## config.mk

```make
export PLATFORM = sky130hd
export DESIGN_NAME = clock_divider_prog
export DESIGN_NICKNAME = d
export VERILOG_FILES = /design/src/rtl/clock_divider_prog.sv
export SDC_FILE = /design/constraint.sdc
export NUM_CORES = 1
export LEC_CHECK = 0
export BUFFER_PORTS_ARGS = -buffer_cell sky130_fd_sc_hd__buf_2
export CORE_ASPECT_RATIO = 1.5
export CORE_UTILIZATION = 40
export DETAILED_ROUTE_END_ITERATION = 12
export GPL_TIMING_DRIVEN = 0
export PLACE_DENSITY = 0.57
export SLEW_MARGIN = 20
export SYNTH_ARGS = -nofsm -noshare
export SYNTH_HDL_FRONTEND = slang
export SYNTH_SLANG_ARGS = --single-unit
```

## constraint.sdc

```tcl
create_clock -name clk -period 4.4 [get_ports clk]
set_input_delay 0.88 -clock clk [delete_from_list [all_inputs] [get_ports clk]]
set_output_delay 0.88 -clock clk [all_outputs]
set_load 0.05 [all_outputs]
```

## src/rtl/clock_divider_prog.sv

```systemverilog
// Runtime-programmable clock divider: idle level, clean stop, burst mode, edge strobes.
// Optional CLKDIV_DUTY_EN adds lead_cycles to set the leading-half length separately.
module clock_divider_prog #(
    parameter int CNT_W      = 16,
    parameter int BURST_W    = 8,
    parameter bit IDLE_LEVEL = 1'b0
) (
    input  logic               clk,
    input  logic               rst_n,
    input  logic               enable,
    input  logic [CNT_W-1:0]   half_period,
    input  logic [BURST_W-1:0] burst_len,
`ifdef CLKDIV_DUTY_EN
    input  logic [CNT_W-1:0]   lead_cycles,
`endif
    output logic               div_clk,
    output logic               lead_stb,
    output logic               trail_stb,
    output logic               busy,
    output logic               done
);

    typedef enum logic [1:0] {S_IDLE, S_RUN, S_WAIT_LOW} state_t;

    localparam logic [CNT_W-1:0]   C_ONE = CNT_W'(1);
    localparam logic [BURST_W-1:0] B_ONE = BURST_W'(1);

    state_t             r_state, w_state_nx;
    logic [CNT_W-1:0]   r_cnt, w_cnt_nx;
    logic [CNT_W-1:0]   r_hp, w_hp_nx;
    logic [CNT_W-1:0]   r_lead, w_lead_nx;
    logic [BURST_W-1:0] r_bl, w_bl_nx;
    logic [BURST_W-1:0] r_pcnt, w_pcnt_nx;
    logic               r_phase, w_phase_nx;
    logic               r_div, w_div_nx;
    logic               r_lstb, w_lstb_nx;
    logic               r_tstb, w_tstb_nx;
    logic               r_busy, w_busy_nx;
    logic               r_done, w_done_nx;

    logic [CNT_W-1:0]   w_hp_in;
    logic [CNT_W-1:0]   w_lead_in;
    logic [CNT_W-1:0]   w_len;
    logic               w_bnd;
    logic               w_lead_bnd;
    logic               w_trail_bnd;
    logic               w_burst_end;

    assign w_hp_in = (half_period == '0) ? C_ONE : half_period;
`ifdef CLKDIV_DUTY_EN
    assign w_lead_in = (lead_cycles == '0) ? C_ONE : lead_cycles;
`else
    assign w_lead_in = w_hp_in;
`endif

    // r_phase=1 while in the leading (non-idle) half
    assign w_len       = r_phase ? r_lead : r_hp;
    assign w_bnd       = (r_state == S_RUN) && (r_cnt == w_len - C_ONE);
    assign w_lead_bnd  = w_bnd && r_phase;
    assign w_trail_bnd = w_bnd && !r_phase;
    assign w_burst_end = w_trail_bnd && (r_bl != '0) && (r_pcnt == r_bl);

    always_ff @(posedge clk) begin
        if (!rst_n) begin
            r_state <= S_IDLE;
            r_cnt   <= '0;
            r_hp    <= '0;
            r_lead  <= '0;
            r_bl    <= '0;
            r_pcnt  <= '0;
            r_phase <= 1'b0;
            r_div   <= IDLE_LEVEL;
            r_lstb  <= 1'b0;
            r_tstb  <= 1'b0;
            r_busy  <= 1'b0;
            r_done  <= 1'b0;
        end else begin
            r_state <= w_state_nx;
            r_cnt   <= w_cnt_nx;
            r_hp    <= w_hp_nx;
            r_lead  <= w_lead_nx;
            r_bl    <= w_bl_nx;
            r_pcnt  <= w_pcnt_nx;
            r_phase <= w_phase_nx;
            r_div   <= w_div_nx;
            r_lstb  <= w_lstb_nx;
            r_tstb  <= w_tstb_nx;
            r_busy  <= w_busy_nx;
            r_done  <= w_done_nx;
        end
    end

    always_comb begin
        w_state_nx = r_state;
        unique case (r_state)
            S_IDLE: begin
                if (enable) w_state_nx = S_RUN;
            end
            S_RUN: begin
                if (w_burst_end)
                    w_state_nx = enable ? S_WAIT_LOW : S_IDLE;
                else if (w_trail_bnd && !enable)
                    w_state_nx = S_IDLE;
            end
            S_WAIT_LOW: begin
                if (!enable) w_state_nx = S_IDLE;
            end
            default: w_state_nx = S_IDLE;
        endcase
    end

    always_comb begin
        w_cnt_nx   = r_cnt;
        w_hp_nx    = r_hp;
        w_lead_nx  = r_lead;
        w_bl_nx    = r_bl;
        w_pcnt_nx  = r_pcnt;
        w_phase_nx = r_phase;
        w_div_nx   = r_div;
        w_busy_nx  = r_busy;
        w_lstb_nx  = 1'b0;
        w_tstb_nx  = 1'b0;
        w_done_nx  = 1'b0;
        unique case (r_state)
            S_IDLE: begin
                if (enable) begin
                    w_hp_nx    = w_hp_in;
                    w_lead_nx  = w_lead_in;
                    w_bl_nx    = burst_len;
                    w_cnt_nx   = '0;
                    w_pcnt_nx  = '0;
                    w_phase_nx = 1'b1;
                    w_div_nx   = ~IDLE_LEVEL;
                    w_lstb_nx  = 1'b1;
                    w_busy_nx  = 1'b1;
                end
            end
            S_RUN: begin
                w_cnt_nx = w_bnd ? '0 : r_cnt + C_ONE;
                if (w_lead_bnd) begin
                    w_div_nx   = IDLE_LEVEL;
                    w_tstb_nx  = 1'b1;
                    w_phase_nx = 1'b0;
                    if (r_bl != '0) w_pcnt_nx = r_pcnt + B_ONE;
                end else if (w_trail_bnd) begin
                    if (w_burst_end) begin
                        w_busy_nx = 1'b0;
                        w_done_nx = 1'b1;
                    end else if (!enable) begin
                        w_busy_nx = 1'b0;
                    end else begin
                        w_div_nx   = ~IDLE_LEVEL;
                        w_lstb_nx  = 1'b1;
                        w_phase_nx = 1'b1;
                    end
                end
            end
            S_WAIT_LOW: begin
                w_div_nx = IDLE_LEVEL;
            end
            default: begin
                w_div_nx  = IDLE_LEVEL;
                w_busy_nx = 1'b0;
            end
        endcase
    end

    assign div_clk   = r_div;
    assign lead_stb  = r_lstb;
    assign trail_stb = r_tstb;
    assign busy      = r_busy;
    assign done      = r_done;

endmodule

```

Yosys cells after proc, flatten, opt, wreduce, memory -nomap -nowiden
Index checks and enable logic that the tools add are counted.

Add/subtract/negate cells: 3. Eq/ne operators: 14. Mux-type cells: 37. Bitwise logic cells: 4. Reduce and logical (&&, ||, !) cells: 21.

Operator list (count): $mux W16 (3); $pmux W16 S2 (1); $mux W8 (3); $mux W1 (19); $add A16 B1 Y16 const B (1); $eq A16 B16 Y1 (1); $logic_not A16 Y1 (1); $pmux W8 S2 (1); $sub A16 B1 Y16 const B (1); $mux W2 (5); $ne A2 B2 Y1 const B (5); $ne A3 B3 Y1 const B (3); $add A8 B1 Y8 const B (1); $eq A8 B8 Y1 (1); $reduce_and A2 Y1 (4); $reduce_bool A8 Y1 (1); $logic_and A1 B1 Y1 (6); $pmux W1 S2 (3); $pmux W2 S3 (1); $reduce_and A3 Y1 (2); $reduce_and A5 Y1 (1); $not A1 Y1 (4); $reduce_and A4 Y1 (1); $reduce_or A4 Y1 (1); 8 further kinds (9).

Register bits: 56. Input port bits: 27. Output and inout port bits: 5. Logic and storage cells: 90.

Longest topological paths before layout
Gate-level depths: netlist of the first run.

Word-level depth: 10. Mapped depth: 12. Depth with buffers taken out: 10.

Worst setup path after synthesis of the first run
No wires, ideal clock.

Path kind: register to register. Start: register r_lead[0]. End: register r_pcnt[3]. Library setup time: 0.072 ns. Data arrival time: 2.983 ns. Required time: 4.328 ns. Setup slack: 1.345 ns. Cell stages (with the launch flop): 12. Path buffers: 2. Period minus slack after synthesis: 3.055 ns. Cell sequence: dfxtp_1 inv_1 ha_1 or4b_1 clkbuf_1 or4_4 a2111oi_2 o211a_1 nand2_1 buf_6 nor4_2 mux2i_1.

Longest elaborated chain between the ends: 6.

Ends and longest elaborated chain: start, declared (line 31) `logic [CNT_W-1:0] r_lead, w_lead_nx;`; start signal, assigned (line 81) `r_lead <= w_lead_nx;`; $sub A16 B1 Y16 (line 58) `assign w_bnd = (r_state == S_RUN) && (r_cnt == w_len - C_ONE);`; $eq A16 B16 Y1 (line 58); $logic_and A1 B1 Y1 (line 58); $logic_and A1 B1 Y1 (line 59) `assign w_lead_bnd = w_bnd && r_phase;`; $ne A2 B2 Y1 (no source line); $reduce_and A4 Y1 (no source line); end signal, assigned (line 83) `r_pcnt <= w_pcnt_nx;`; end, declared (line 33) `logic [BURST_W-1:0] r_pcnt, w_pcnt_nx;`.

No other way between the ends. A chain may end at the register's enable or synchronous reset.

Final worst setup path of the first run
Start: register r_lead[0]. End: register r_cnt[13].

Longest elaborated chain between the ends: 5.

Ends and longest elaborated chain: $sub A16 B1 Y16 (line 58); $eq A16 B16 Y1 (line 58); $logic_and A1 B1 Y1 (line 58); $mux W16 (line 139) `w_cnt_nx = w_bnd ? '0 : r_cnt + C_ONE;`; $pmux W16 S2 (line 124) `unique case (r_state)`; end signal, assigned (line 79) `r_cnt <= w_cnt_nx;`; end, declared (line 29) `logic [CNT_W-1:0] r_cnt, w_cnt_nx;`.

No other way between the ends.

==> results of run 1 <==
==> cell type report <==
type / count / area (um2)
repair buffers: 29 / 145.1
clock inverters: 2 / 10.01
multi-input cells: 308 / 1982
plain buffers: 20 / 101.3
clock buffers: 6 / 138.9
inverters: 10 / 37.54
fillers: 826 / 4046
well taps: 102 / 127.6
flip-flops and latches: 56 / 1121
==> sequential cells by signal, summed over array words and instances (netlist names) <==
name and flops:
busy 1, div_clk 1, done 1, lead_stb 1, r_bl 8, r_cnt 16
r_lead 16, r_pcnt 8, r_phase 1, r_state 2, trail_stb 1
==> through the flow <==
| step | power (mW) | instance area (um2) | hold slack [ns] |
|---|---|---|---|
| 2_1_floorplan | 0.7195 | 3242 | 0.4488 |
| 3_3_place_gp | 0.7813 | 3515 | 0.4663 |
| 3_5_place_dp | 0.7853 | 3515 | 0.4706 |
| 4_1_cts | 1.198 | 3664 | 0.4841 |
| 5_1_grt | 1.242 | 3664 | 0.5121 |
| 6_report | 1.185 | 3664 | 0.4793 |
==> layer usage <==
| layer | track usage, % | wire (um) |
|---|---|---|
| met1 | 24.33 | 3499 |
| met2 | 41.01 | 4802 |
| met3 | 3.860 | 210 |
| met4 | 9.136 | 237 |
| met5 | 0 | 0 |
==> cell families after synthesis <==
family,after synthesis
buf+inv,30
mux,11
compound gates,82
flops,56
xor+xnor,26
fa+ha+maj,3
simple gates,186
==> worst min-delay path: stages, from the launching register on <==
cell and delay [ns]:
dfxtp_1 0.33, nand2_1 0.06, a21oi_1 0.05
==> report_power, final <==
group | leakage [nW] | switching (mW) | internal, mW
registers | 0.456 | 0.0229 | 0.525
clock network | 0.0766 | 0.187 | 0.225
logic | 0.782 | 0.138 | 0.0876
==> worst max-delay path by stage <==
| stage | end | cells past startpoint |
|---|---|---|
| floorplan | r_pcnt[3] | 11 |
| global placement | r_cnt[11] | 12 |
| detailed placement | r_cnt[2] | 12 |
| CTS | r_cnt[11] | 12 |
| global route | r_cnt[13] | 11 |
| finish | r_cnt[13] | 12 |
==> Yosys cell counts, types with 4 or more instances <==
cell type | number | share of area (%)
or4_1 | 9 | 2.1
a22o_1 | 9 | 2.4
and3_1 | 8 | 1.5
or2_2 | 5 | 0.96
xor2_1 | 10 | 2.7
nor4_1 | 10 | 1.9
nand3b_1 | 5 | 1.2
nor2_1 | 18 | 2.1
clkbuf_1 | 15 | 1.7
o21ai_0 | 9 | 1.4
mux2i_1 | 10 | 3.1
dfxtp_1 | 56 | 35
nand3_1 | 21 | 3.2
inv_1 | 10 | 1.2
o311ai_1 | 8 | 2.2
nand4_1 | 6 | 1.2
a21oi_1 | 27 | 4.2
nand2_1 | 63 | 7.3
nor3_1 | 10 | 1.5
o21ai_1 | 4 | 0.62
xnor2_1 | 15 | 4.1
or3_1 | 11 | 2.1
==> summary.txt, run 1 <==
GRT
  – Final global-route overflow total: 0
  – Global-route wire length before repair: 14460 um
  – Number of antenna violations at the first check in global routing: 0
  – Largest net degree at the start of global routing: 17
  – Total GRT Usage: between 20% and 30%
  – Number of global-route vias before repair: 2916

Timing
  – Slew @ Worst Pin: about 0.85 ns
  – Setup TNS: 0 ns
  – Final critical-path share of the clock period: 79.48%
  – Worst clock skew on the final layout: 0.004875 ns
  – # setup viols final: 0
  – Hold violation total from the final report: 0
  – RSZ-0062 raised after global routing: false
  – Maximum achievable frequency: 286.0 MHz
  – Min Tclk post-route: 3.497 ns
  – Number of pins with negative max-slew slack in the final report: 0
  – Headroom to the max-slew limit: 42.62%
  – Worst setup margin: 0.9030 ns

Detailed routing
  – Remaining DRCs: 0
  – First DRT Iteration DRCs: 170
  – Average vias per placed instance: 5.632
  – Antenna Nets Post-Route: 0
  – Vias after detailed routing: 3002
  – Routed wire per std cell: about 16 um
  – DRT Wirelength: 8749 um
  – Length of the first detailed-routing pass in iterations: 5

Final layout
  – Layout overhead on the synthesized area: 13.01%
  – Most frequent cells in the layout: nand2_1, dfxtp_1, buf_2
  – Commonest non-fill, non-tap cell in the layout: nand2_1
  – Non-filler cells, final: approximately 530
  – Antenna diode count: 0
  – Final standard cell utilization of the core: a little under half
  – Share of cells above drive strength 1: 14.39%
  – Count of nets after finishing: 460

Clocking
  – Clock tree from TritonCTS: built
  – # clock sinks: 56
  – Number of buffers inserted by post-CTS setup repair: 0
  – Register clock-pin slew on the reported worst setup and hold paths: 0.07 ns
  – Maximum buffer depth of the clock tree: 2
  – Post-CTS sizing: 0
  – CTS Buf Count: 5
  – Clock latency on the worst-skew pair: 0.30 ns
  – H-tree depth reported by CTS: 2
  – Root buf cell: clkbuf_16
  – Hold buffer count at cts: 0

Setup path
  – Critical path, cell by cell: inv_1 > ha_1 > or4b_1 > clkbuf_1 > or4_1 > a32oi_1 > o21ai_1 > o211a_1 > a21oi_2 > clkbuf_1 > nand3_1 > o311ai_1
  – Count of cells along the worst register-to-register path: 12
  – Cell with the largest stage delay on the worst path: clkbuf_1
  – Data required time of the worst path: 4.60 ns
  – Endpoint of the worst-slack reg-to-reg timing path: r_cnt[13]
  – Startpoint of the lowest-slack register-to-register path: r_lead[0]
  – Max Fanout on Critical Path: 10
  – Critical path capture point type: flip-flop
  – Crit path kind: flip-flop to flip-flop
  – Top Family by Delay on Critical Path: compound AO/OA/AOI/OAI gates
  – Buffers plus inverters on the worst setup path: 3
  – Delay of the slowest cell on the worst path: 0.45 ns
  – Beginning of the critical path: r_lead[0]
  – Setup crit start kind: flip-flop
  – Minimum setup slack among reg-to-reg paths: 0.90 ns
  – Worst path most repeated cell: clkbuf_1
  – Worst EP arrival: between 3 and 4 ns

Floorplanning
  – Core Region: 0.007710 mm2
  – Count of boundary I/O pins: 32
  – Chip Height: 112.3 um
  – Die area: 0.008476 mm2
  – Number of placement rows: 39
  – Die Wd: roughly 76 um
  – Starting Density: 42.05%

Placement
  – Final weighted congestion in routability-driven placement: 0.8457
  – # port buffers: 29
  – Placed insts: about 530
  – HPWL reported at the end of detailed placement: ~6700 um
  – DP Worst Slack: between 0.9 and 1 ns

Yosys
  – Most common flop cell mapped by yosys: dfxtp_1
  – Sequential area share after synthesis: 34.58%
  – Synthesis warning total: 0
  – Compound-Gate Fraction of Synth Area: 18.22%
  – Cell variety after synth: 59
  – Adder-cell share of the synthesized area: 1.158%
  – Instance count of the mapped netlist: 394
  – Simple-Gate Fraction of Synth Area: 30.88%
  – Number of synthesized register bits: 56
  – Cell area after technology mapping: between 0.003 and 0.004 mm2
  – Number of nets in the synthesized netlist: about 420
  – Combinational family with the most area after synthesis: simple AND/OR/NAND/NOR gates
  – Mux share of post-synthesis cell area: about 3.4%
  – Synth async-reset ratio: 0%
  – Post-synthesis average cell area: around 8.2 um2
  – Number of synthesized flops with an enable pin: 0
  – Area share of xor/xnor cells in the synthesized design: 7.449%

Hold path
  – Min-Delay Startpoint: r_lead[15]
  – Tightest Hold Check Type: flip-flop to flip-flop
  – Worst Hold Path EP: r_lead[15]
  – Min-Delay Path Depth: 2

Power
  – Worst vdd rail ir drop: 0.0002062 V
  – Power density relative to cell area: 323.5 mW/mm2
  – Leakage power summed over all cells: 1.315 nW

Run
  – Max-cap violations: 0

Status
  – Result of the run: complete, no violations
(Power assumes the default switching activity.)
==> run 2, diff against run 1 <==
--- a/config.mk
+++ b/config.mk
@@ -5,12 +5,13 @@
 export SDC_FILE = /design/constraint.sdc
 export NUM_CORES = 1
 export LEC_CHECK = 0
+export ABC_AREA = 1
 export BUFFER_PORTS_ARGS = -buffer_cell sky130_fd_sc_hd__buf_2
 export CORE_ASPECT_RATIO = 1.5
 export CORE_UTILIZATION = 40
 export DETAILED_ROUTE_END_ITERATION = 12
 export GPL_TIMING_DRIVEN = 0
-export PLACE_DENSITY = 0.57
+export PLACE_DENSITY = 0.56
 export SLEW_MARGIN = 20
 export SYNTH_ARGS = -nofsm -noshare
 export SYNTH_HDL_FRONTEND = slang
==> constraint.sdc (replaced) <==
create_clock -name clk -period 3.6 [get_ports clk]
set_input_delay 0.72 -clock clk [delete_from_list [all_inputs] [get_ports clk]]
set_output_delay 0.72 -clock clk [all_outputs]
set_load 0.05 [all_outputs]
==> run 2 against run 1 <==
Effect of this change:
- via count increased by 16%
- synthesized area increased by 7.6%
- first-iteration DRC count decreased by 24%
- critical endpoint is now r_cnt[12]
- critical path depth increased by 2
- global-route usage decreased by 0.20 points
- flip-flop and latch count unchanged
- sequential power increased by 24%
- power increased by 32%
- clock skew increased by 0.0024 ns
- final area increased by 6.8%
- largest power group unchanged
- combinational power increased by 77%
==> summary.txt, run 2 <==
GRT
  – Global-route wire length before repair: 15480 um (+7.1%)
  – Number of global-route vias before repair: 3267 (+12%)
  – Largest net degree at the start of global routing: 17 (unchanged)
  – Final global-route overflow total: 0 (unchanged)
  – Total GRT Usage: 22.18% (-0.20 points)
  – Number of antenna violations at the first check in global routing: 0 (unchanged)

Yosys
  – Cell area after technology mapping: 0.003487 mm2 (+7.6%)
  – Top area cells in the synthesized netlist: dfxtp_1, nand2_1, nor2_1, nand3_1, inv_1
  – Most common flop cell mapped by yosys: dfxtp_1
  – Number of nets in the synthesized netlist: 568 (+34%)
  – Post-synthesis average cell area: 6.482 um2 (-21%)
  – Synthesis warning total: 0 (unchanged)
  – Instance count of the mapped netlist: 538 (+37%)
  – Area share of the largest cell type after synthesis: 32.15% (-2.4 points)
  – Number of synthesized register bits: 56 (unchanged)
  – Cell type with the largest total area after synthesis: dfxtp_1
  – Cell variety after synth: 42 (-29%)
  – Synth async-reset ratio: 0% (unchanged)
  – Most frequent cells after synthesis: nand2_1, nor2_1, dfxtp_1, inv_1, nand3_1
  – Cell with the most instances after synthesis: nand2_1
  – Number of synthesized flops with an enable pin: 0 (unchanged)
  – Sequential area share after synthesis: 32.15% (-2.4 points)

Detailed routing
  – Antenna Nets Post-Route: 0 (unchanged)
  – Average vias per placed instance: 5.100 (-9.5%)
  – Vias after detailed routing: 3483 (+16%)
  – Remaining DRCs: 0 (unchanged)
  – Length of the first detailed-routing pass in iterations: 4 (-1)
  – DRT Wirelength: 9559 um (+9.3%)
  – First DRT Iteration DRCs: 130 (-24%)
  – Routed wire per std cell: 14.00 um (-15%)

Hold path
  – Tightest Hold Check Type: flip-flop to flip-flop

Final layout
  – Share of cells above drive strength 1: 13.37% (-1.0 points)
  – Count of nets after finishing: 606 (+32%)
  – Top flop regs: r_cnt: 16 flops, r_lead: 16 flops
  – Layout overhead on the synthesized area: 12.24%
  – Antenna diode count: 0 (unchanged)
  – Commonest non-fill, non-tap cell in the layout: nand2_1
  – Number of filler cells placed in the layout: 903 (+9.3%)
  – Most frequent cells in the layout: nand2_1, nor2_1, inv_1, dfxtp_1, nand3_1
  – Final design area excluding fillers: 0.003914 mm2 (+6.8%)

Placement
  – HPWL reported at the end of detailed placement: 7739 um (+15%)
  – # port buffers: 31 (+6.9%)
  – Post-DP Area: 0.003776 mm2 (+7.4%)
  – Final weighted congestion in routability-driven placement: 0.8820 (+4.3%)

Power
  – Worst vdd rail ir drop: 0.0002706 V (+31%)
  – Power density relative to cell area: 399.4 mW/mm2 (+23%)
  – Leakage power summed over all cells: 1.842 nW (+40%)

Clocking
  – Root buf cell: clkbuf_16
  – Register clock-pin slew on the reported worst setup and hold paths: 0.07 ns (about the same)
  – Post-CTS sizing: 0 (unchanged)
  – CTS Buf Count: 5 (unchanged)
  – H-tree depth reported by CTS: 2 (unchanged)
  – Hold buffer count at cts: 0 (unchanged)
  – Maximum buffer depth of the clock tree: 2 (unchanged)
  – Number of buffers inserted by post-CTS setup repair: 0 (unchanged)
  – Clock latency on the worst-skew pair: 0.30 ns (about the same)
  – # clock sinks: 56 (unchanged)
  – Clock tree from TritonCTS: built

Timing
  – Final critical-path share of the clock period: 70.42% (-9.1 points)
  – Slew @ Worst Pin: 0.6708 ns (-0.1820 ns)
  – Worst clock skew on the final layout: 0.007299 ns (+0.002424 ns)
  – RSZ-0062 raised after global routing: false
  – Setup TNS: 0 ns (unchanged)
  – Hold violation total from the final report: 0 (unchanged)
  – Maximum achievable frequency: 394.5 MHz (+38%)
  – Min Tclk post-route: 2.535 ns (-0.9619 ns)
  – # setup viols final: 0 (unchanged)
  – Number of pins with negative max-slew slack in the final report: 0 (unchanged)
  – Headroom to the max-slew limit: 55.11% (+12 points)

Run
  – Max-cap violations: 0 (unchanged)

Setup path
  – Data required time of the worst path: 3.76 ns (-0.84 ns)
  – Critical path capture point type: flip-flop
  – Max Fanout on Critical Path: 10 (unchanged)
  – Setup crit start kind: flip-flop
  – Crit path kind: flip-flop to flip-flop
  – Worst EP arrival: 2.69 ns (-1.01 ns)

Floorplanning
  – Count of boundary I/O pins: 32 (unchanged)
  – Die Wd: 78.24 um (+3.6%)
  – Number of placement rows: 41 (+5.1%)
  – Die area: 0.009103 mm2 (+7.4%)
  – Starting Density: 41.45% (-0.60 points)
  – Chip Height: 116.4 um (+3.6%)
  – Core Region: 0.008413 mm2 (+9.1%)

Status
  – Result of the run: complete, no violations
run 2: worst paths after layout:
| path | from | to | slack [ns] | depth (start not counted) |
|---|---|---|---|---|
| worst max-delay path | r_lead[0] | r_cnt[12] | 1.06 | 14 |
| worst min-delay path | div_clk | div_clk | 0.49 | 2 |
| worst max register to register | r_lead[0] | r_cnt[12] | 1.06 | 14 |
| worst min register to register | div_clk | div_clk | 0.49 | 2 |
run 2: worst max-delay path, cell delays in order (launching register included):
cell and delay, ns:
dfxtp_1 0.33, inv_2 0.10, ha_1 0.24, nand2_1 0.12
nor2_1 0.20, nand2_1 0.10, nand3_1 0.08, nand2_1 0.07
a21oi_2 0.11, nand3b_2 0.14, o21ai_2 0.47, inv_2 0.11
buf_6 0.17, nand3b_1 0.08, a21oi_1 0.06
run 2: area by class of cell:
cell class / count / area, um2 / share of cell area, %
tap: 107 / 133.9 / 3.421
clock inverter: 2 / 12.51 / 0.3197
sequential: 56 / 1121 / 28.64
clock buffer: 5 / 125.1 / 3.197
multi-input combinational: 403 / 2054 / 52.49
timing repair buffer: 31 / 155.1 / 3.964
inverter: 66 / 247.7 / 6.330
buffer: 13 / 63.81 / 1.630
run 2: cells by family (layout without fill, tap and decap cells):
| group | Yosys count | count (layout) | share of synthesized area [%] |
|---|---|---|---|
| buf+inv | 79 | 117 | 8.934 |
| simple gates | 308 | 308 | 40.90 |
| compound gates | 70 | 70 | 11.41 |
| xor+xnor | 22 | 22 | 5.526 |
| flops | 56 | 56 | 32.15 |
| fa+ha+maj | 3 | 3 | 1.077 |
run 2: power by group:
part / switching [mW] / total (mW) / internal, mW
sequential: 0.0328 / 0.682 / 0.649
combinational: 0.267 / 0.399 / 0.132
clock: 0.228 / 0.482 / 0.254
total: 0.528 / 1.56 / 1.03
run 2: routing by layer:
metal	track usage, %	wire [um]	vias up
li1	-	-	1815
met4	11.85	440	0
met5	0	0	-
met2	43.04	5066	76
met1	22.98	3782	1564
met3	2.656	270	28
run 2: metrics by stage:
step	power (mW)	worst slack, ns	utilization (%)	instances	hold WS [ns]
floorplan	0.9902	1.542	-	538	0.4584
global placement	1.093	1.081	44.88	676	0.4768
detailed placement	1.098	1.058	44.88	676	0.4837
CTS	1.581	1.050	46.52	683	0.4945
global route	1.655	0.8268	46.52	683	0.5124
finish	1.563	1.065	46.52	683	0.4929
==> run 3, diff against run 2 <==
--- a/config.mk
+++ b/config.mk
@@ -11,7 +11,7 @@
 export CORE_UTILIZATION = 40
 export DETAILED_ROUTE_END_ITERATION = 12
 export GPL_TIMING_DRIVEN = 0
-export PLACE_DENSITY = 0.56
+export PLACE_DENSITY = 0.59
 export SLEW_MARGIN = 20
 export SYNTH_ARGS = -nofsm -noshare
 export SYNTH_HDL_FRONTEND = slang
==> constraint.sdc (replaced) <==
create_clock -name clk -period 2.1 [get_ports clk]
set_input_delay 0.42 -clock clk [delete_from_list [all_inputs] [get_ports clk]]
set_output_delay 0.42 -clock clk [all_outputs]
set_load 0.05 [all_outputs]
==> run 3 against run 2 <==
Effect of this change:
- the run now ends with negative setup slack left
- register-to-register slack got worse by 1.2 ns
- clock-buffer cell count is 2 higher
- via count is 3.9% higher
- die area is the same
- final cell count up 3.4%
- worst hold slack worse by 0.15 ns
- power rose by 86%
- final area is 14% higher
- sequential share of layout area fell by 3.1 points
- non-clock buffer count is 21 higher
- highest routed layer unchanged
- clock skew down 0.0013 ns
==> summary.txt, run 3 (synthesized netlist as in run 2, its figures left out) <==
Setup path
  – Setup crit start kind: flip-flop
  – Worst EP arrival: 2.45 ns (-0.24 ns)
  – Max Fanout on Critical Path: 6 (-4)
  – Critical path, cell by cell: clkinv_4 > ha_4 > nand2_8 > nor2_4 > nand2_2 > xor2_1 > nand2_1 > nor2_2 > nand2_2 > o21ai_4 > buf_4 > buf_6 > a21oi_1 > o21ai_0 > a21oi_1
  – Count of cells along the worst register-to-register path: 15 (+1)
  – Data required time of the worst path: 2.28 ns (-1.48 ns)
  – Buffers plus inverters on the worst setup path: 3 (unchanged)
  – Cell with the largest stage delay on the worst path: dfxtp_4
  – Top Family by Delay on Critical Path: simple AND/OR/NAND/NOR gates
  – Delay of the slowest cell on the worst path: 0.36 ns (-0.11 ns)
  – Minimum setup slack among reg-to-reg paths: -0.16 ns (-1.23 ns)
  – Beginning of the critical path: r_lead[0]
  – Worst Setup EP: r_cnt[9]
  – Startpoint of the lowest-slack register-to-register path: r_lead[0]
  – Crit path kind: flip-flop to flip-flop
  – Critical Path Stages: 15 (+1)
  – Critical path capture point type: flip-flop
  – Endpoint of the worst-slack reg-to-reg timing path: r_cnt[9]

Timing
  – RSZ-0062 raised after global routing: true
  – Worst clock skew on the final layout: 0.006047 ns (-0.001251 ns)
  – Final critical-path share of the clock period: 107.9% (+37 points)
  – Hold slack final: 0.3425 ns (-0.1504 ns)
  – Min Tclk post-route: 2.265 ns (-0.2702 ns)
  – # setup viols final: 25 (+25)
  – Slew @ Worst Pin: 0.7711 ns (+0.1003 ns)
  – Headroom to the max-slew limit: 48.59% (-6.5 points)
  – Worst setup margin: -0.1649 ns (-1.230 ns)
  – Number of pins with negative max-slew slack in the final report: 0 (unchanged)
  – Maximum achievable frequency: 441.5 MHz (+12%)
  – Hold violation total from the final report: 0 (unchanged)

GRT
  – Largest net degree at the start of global routing: 17 (unchanged)
  – Total GRT Usage: 22.55% (+0.37 points)
  – Final global-route overflow total: 0 (unchanged)
  – Number of antenna violations at the first check in global routing: 0 (unchanged)
  – Number of global-route vias before repair: 3291 (+0.73%)
  – Global-route wire length before repair: 15670 um (+1.2%)

Floorplanning
  – Chip Height: 116.4 um (unchanged)
  – Die area: 0.009103 mm2 (unchanged)
  – Core Region: 0.008413 mm2 (unchanged)
  – Count of boundary I/O pins: 32 (unchanged)
  – Starting Density: 41.45% (unchanged)
  – Die Wd: 78.24 um (unchanged)
  – Number of placement rows: 41 (unchanged)

Clocking
  – # clock sinks: 56 (unchanged)
  – Register clock-pin slew on the reported worst setup and hold paths: 0.07 ns (about the same)
  – Root buf cell: clkbuf_16
  – Maximum buffer depth of the clock tree: 2 (unchanged)
  – H-tree depth reported by CTS: 2 (unchanged)
  – Hold buffer count at cts: 0 (unchanged)
  – Clock latency on the worst-skew pair: 0.30 ns (about the same)
  – CTS Buf Count: 5 (unchanged)
  – Clock tree from TritonCTS: built

Placement
  – HPWL reported at the end of detailed placement: 7566 um (-2.2%)
  – Final weighted congestion in routability-driven placement: 0.8394 (-4.8%)
  – # port buffers: 31 (unchanged)
  – Post-DP Area: 0.003776 mm2 (unchanged)

Hold path
  – Tightest Hold Check Type: primary input to flip-flop

Final layout
  – Commonest non-fill, non-tap cell in the layout: nand2_1
  – Multi-input gate area in the final layout: 0.002361 mm2 (+15%)
  – Count of nets after finishing: 628 (+3.6%)
  – Top flop regs: r_cnt: 16 flops, r_lead: 16 flops
  – Share of cells above drive strength 1: 28.55% (+15 points)
  – Antenna diode count: 0 (unchanged)
  – Number of filler cells placed in the layout: 851 (-5.8%)
  – Most frequent cells in the layout: nand2_1, inv_1, nor2_1
  – Layout overhead on the synthesized area: 27.92%
  – Final standard cell utilization of the core: 53.02% (+6.5 points)
  – Sequential cell area in the final layout: 0.001140 mm2 (+1.7%)
  – Final design area excluding fillers: 0.004461 mm2 (+14%)

Power
  – Leakage power summed over all cells: 2.028 nW (+10%)
  – Power density relative to cell area: 650.0 mW/mm2 (+63%)
  – Worst vdd rail ir drop: 0.0004463 V (+65%)
  – Power consumption: 2.900 mW (+86%)

Detailed routing
  – Vias after detailed routing: 3619 (+3.9%)
  – Length of the first detailed-routing pass in iterations: 5 (+1)
  – Average vias per placed instance: 5.126 (+0.52%)
  – Antenna Nets Post-Route: 0 (unchanged)
  – First DRT Iteration DRCs: 191 (+47%)
  – Remaining DRCs: 0 (unchanged)
  – DRT Wirelength: 10260 um (+7.3%)
  – Routed wire per std cell: 14.53 um (+3.8%)

Status
  – Violations in the final reports: negative setup slack
  – Result of the run: finished with violations

Run
  – Max-cap violations: 0 (unchanged)
[run 3: changes by cell type in the layout (fill, tap and decap cells not counted), moves of 10 or more]
cell	delta
nor2_2	+13
a21oi_1	-14
nor2_1	-20
a21oi_2	+14
nand2_1	-14
buf_4	+15
nand2_2	+10
[run 3: how the worst min path moves through the flow]
| stage | to | startpoint | slack (ns) | depth (start not counted) |
|---|---|---|---|---|
| 6_report | r_bl[3] | burst_len[3] | 0.34 | 3 |
| 5_1_grt | r_bl[5] | burst_len[5] | 0.35 | 3 |
| 4_1_cts | r_bl[3] | burst_len[3] | 0.34 | 3 |
| 3_5_place_dp | r_cnt[12] | r_cnt[12] | 0.48 | 2 |
| 3_3_place_gp | r_cnt[12] | r_cnt[12] | 0.48 | 2 |
| 2_1_floorplan | r_cnt[12] | r_cnt[12] | 0.46 | 2 |
[run 3: worst reg2reg max path, stage by stage, from the launching register on]
cell	delay (ns)
dfxtp_4	0.36
clkinv_4	0.06
ha_4	0.17
nand2_8	0.08
nor2_4	0.20
nand2_2	0.09
xor2_1	0.13
nand2_1	0.10
nor2_2	0.12
nand2_2	0.10
o21ai_4	0.30
buf_4	0.18
buf_6	0.08
a21oi_1	0.03
o21ai_0	0.08
a21oi_1	0.09
[run 3: through the flow]
| stage | cells | setup WS (ns) | TNS, ns |
|---|---|---|---|
| 6_report | 706 | -0.1649 | -2.436 |
| 5_1_grt | 706 | -0.2746 | -7.435 |
| 4_1_cts | 698 | -0.1094 | -1.566 |
| 3_5_place_dp | 676 | -0.4706 | -10.85 |
| 3_3_place_gp | 676 | -0.4531 | -9.782 |
| 2_1_floorplan | 538 | 0.04208 | 0 |
[run 3: area by class of cell]
type	count	area share (%)
buffer	13	1.515
clock buffer	7	3.198
clock inverter	1	0.1683
inverter	66	5.806
multi-input combinational	404	52.93
sequential	56	25.55
tap	107	3.001
timing repair buffer	52	7.826
[run 3: power by group]
| part | leakage, nW | internal (mW) | switching, mW |
|---|---|---|---|
| logic | 1.50 | 0.316 | 0.535 |
| clock network | 0.0701 | 0.477 | 0.393 |
| registers | 0.462 | 1.11 | 0.0644 |
[run 3: what timing repair did]
| item | in CTS | in global routing |
|---|---|---|
| cloned | 1 | 1 |
| pin swaps | 15 | 27 |
| resized for setup | 40 | 64 |
| setup endpoints to repair | 48 | 50 |
| setup buffers | 13 | 7 |
[run 3: metal layers]
metal  up-vias  part of all wire, %  global-route usage, %
li1       1866                    -                      -
met1      1647                   39                  23.91
met2        80                   54                  44.27
met3        26                  3.4                  3.047
met4         0                  3.5                  9.012
met5         -                    0                      0
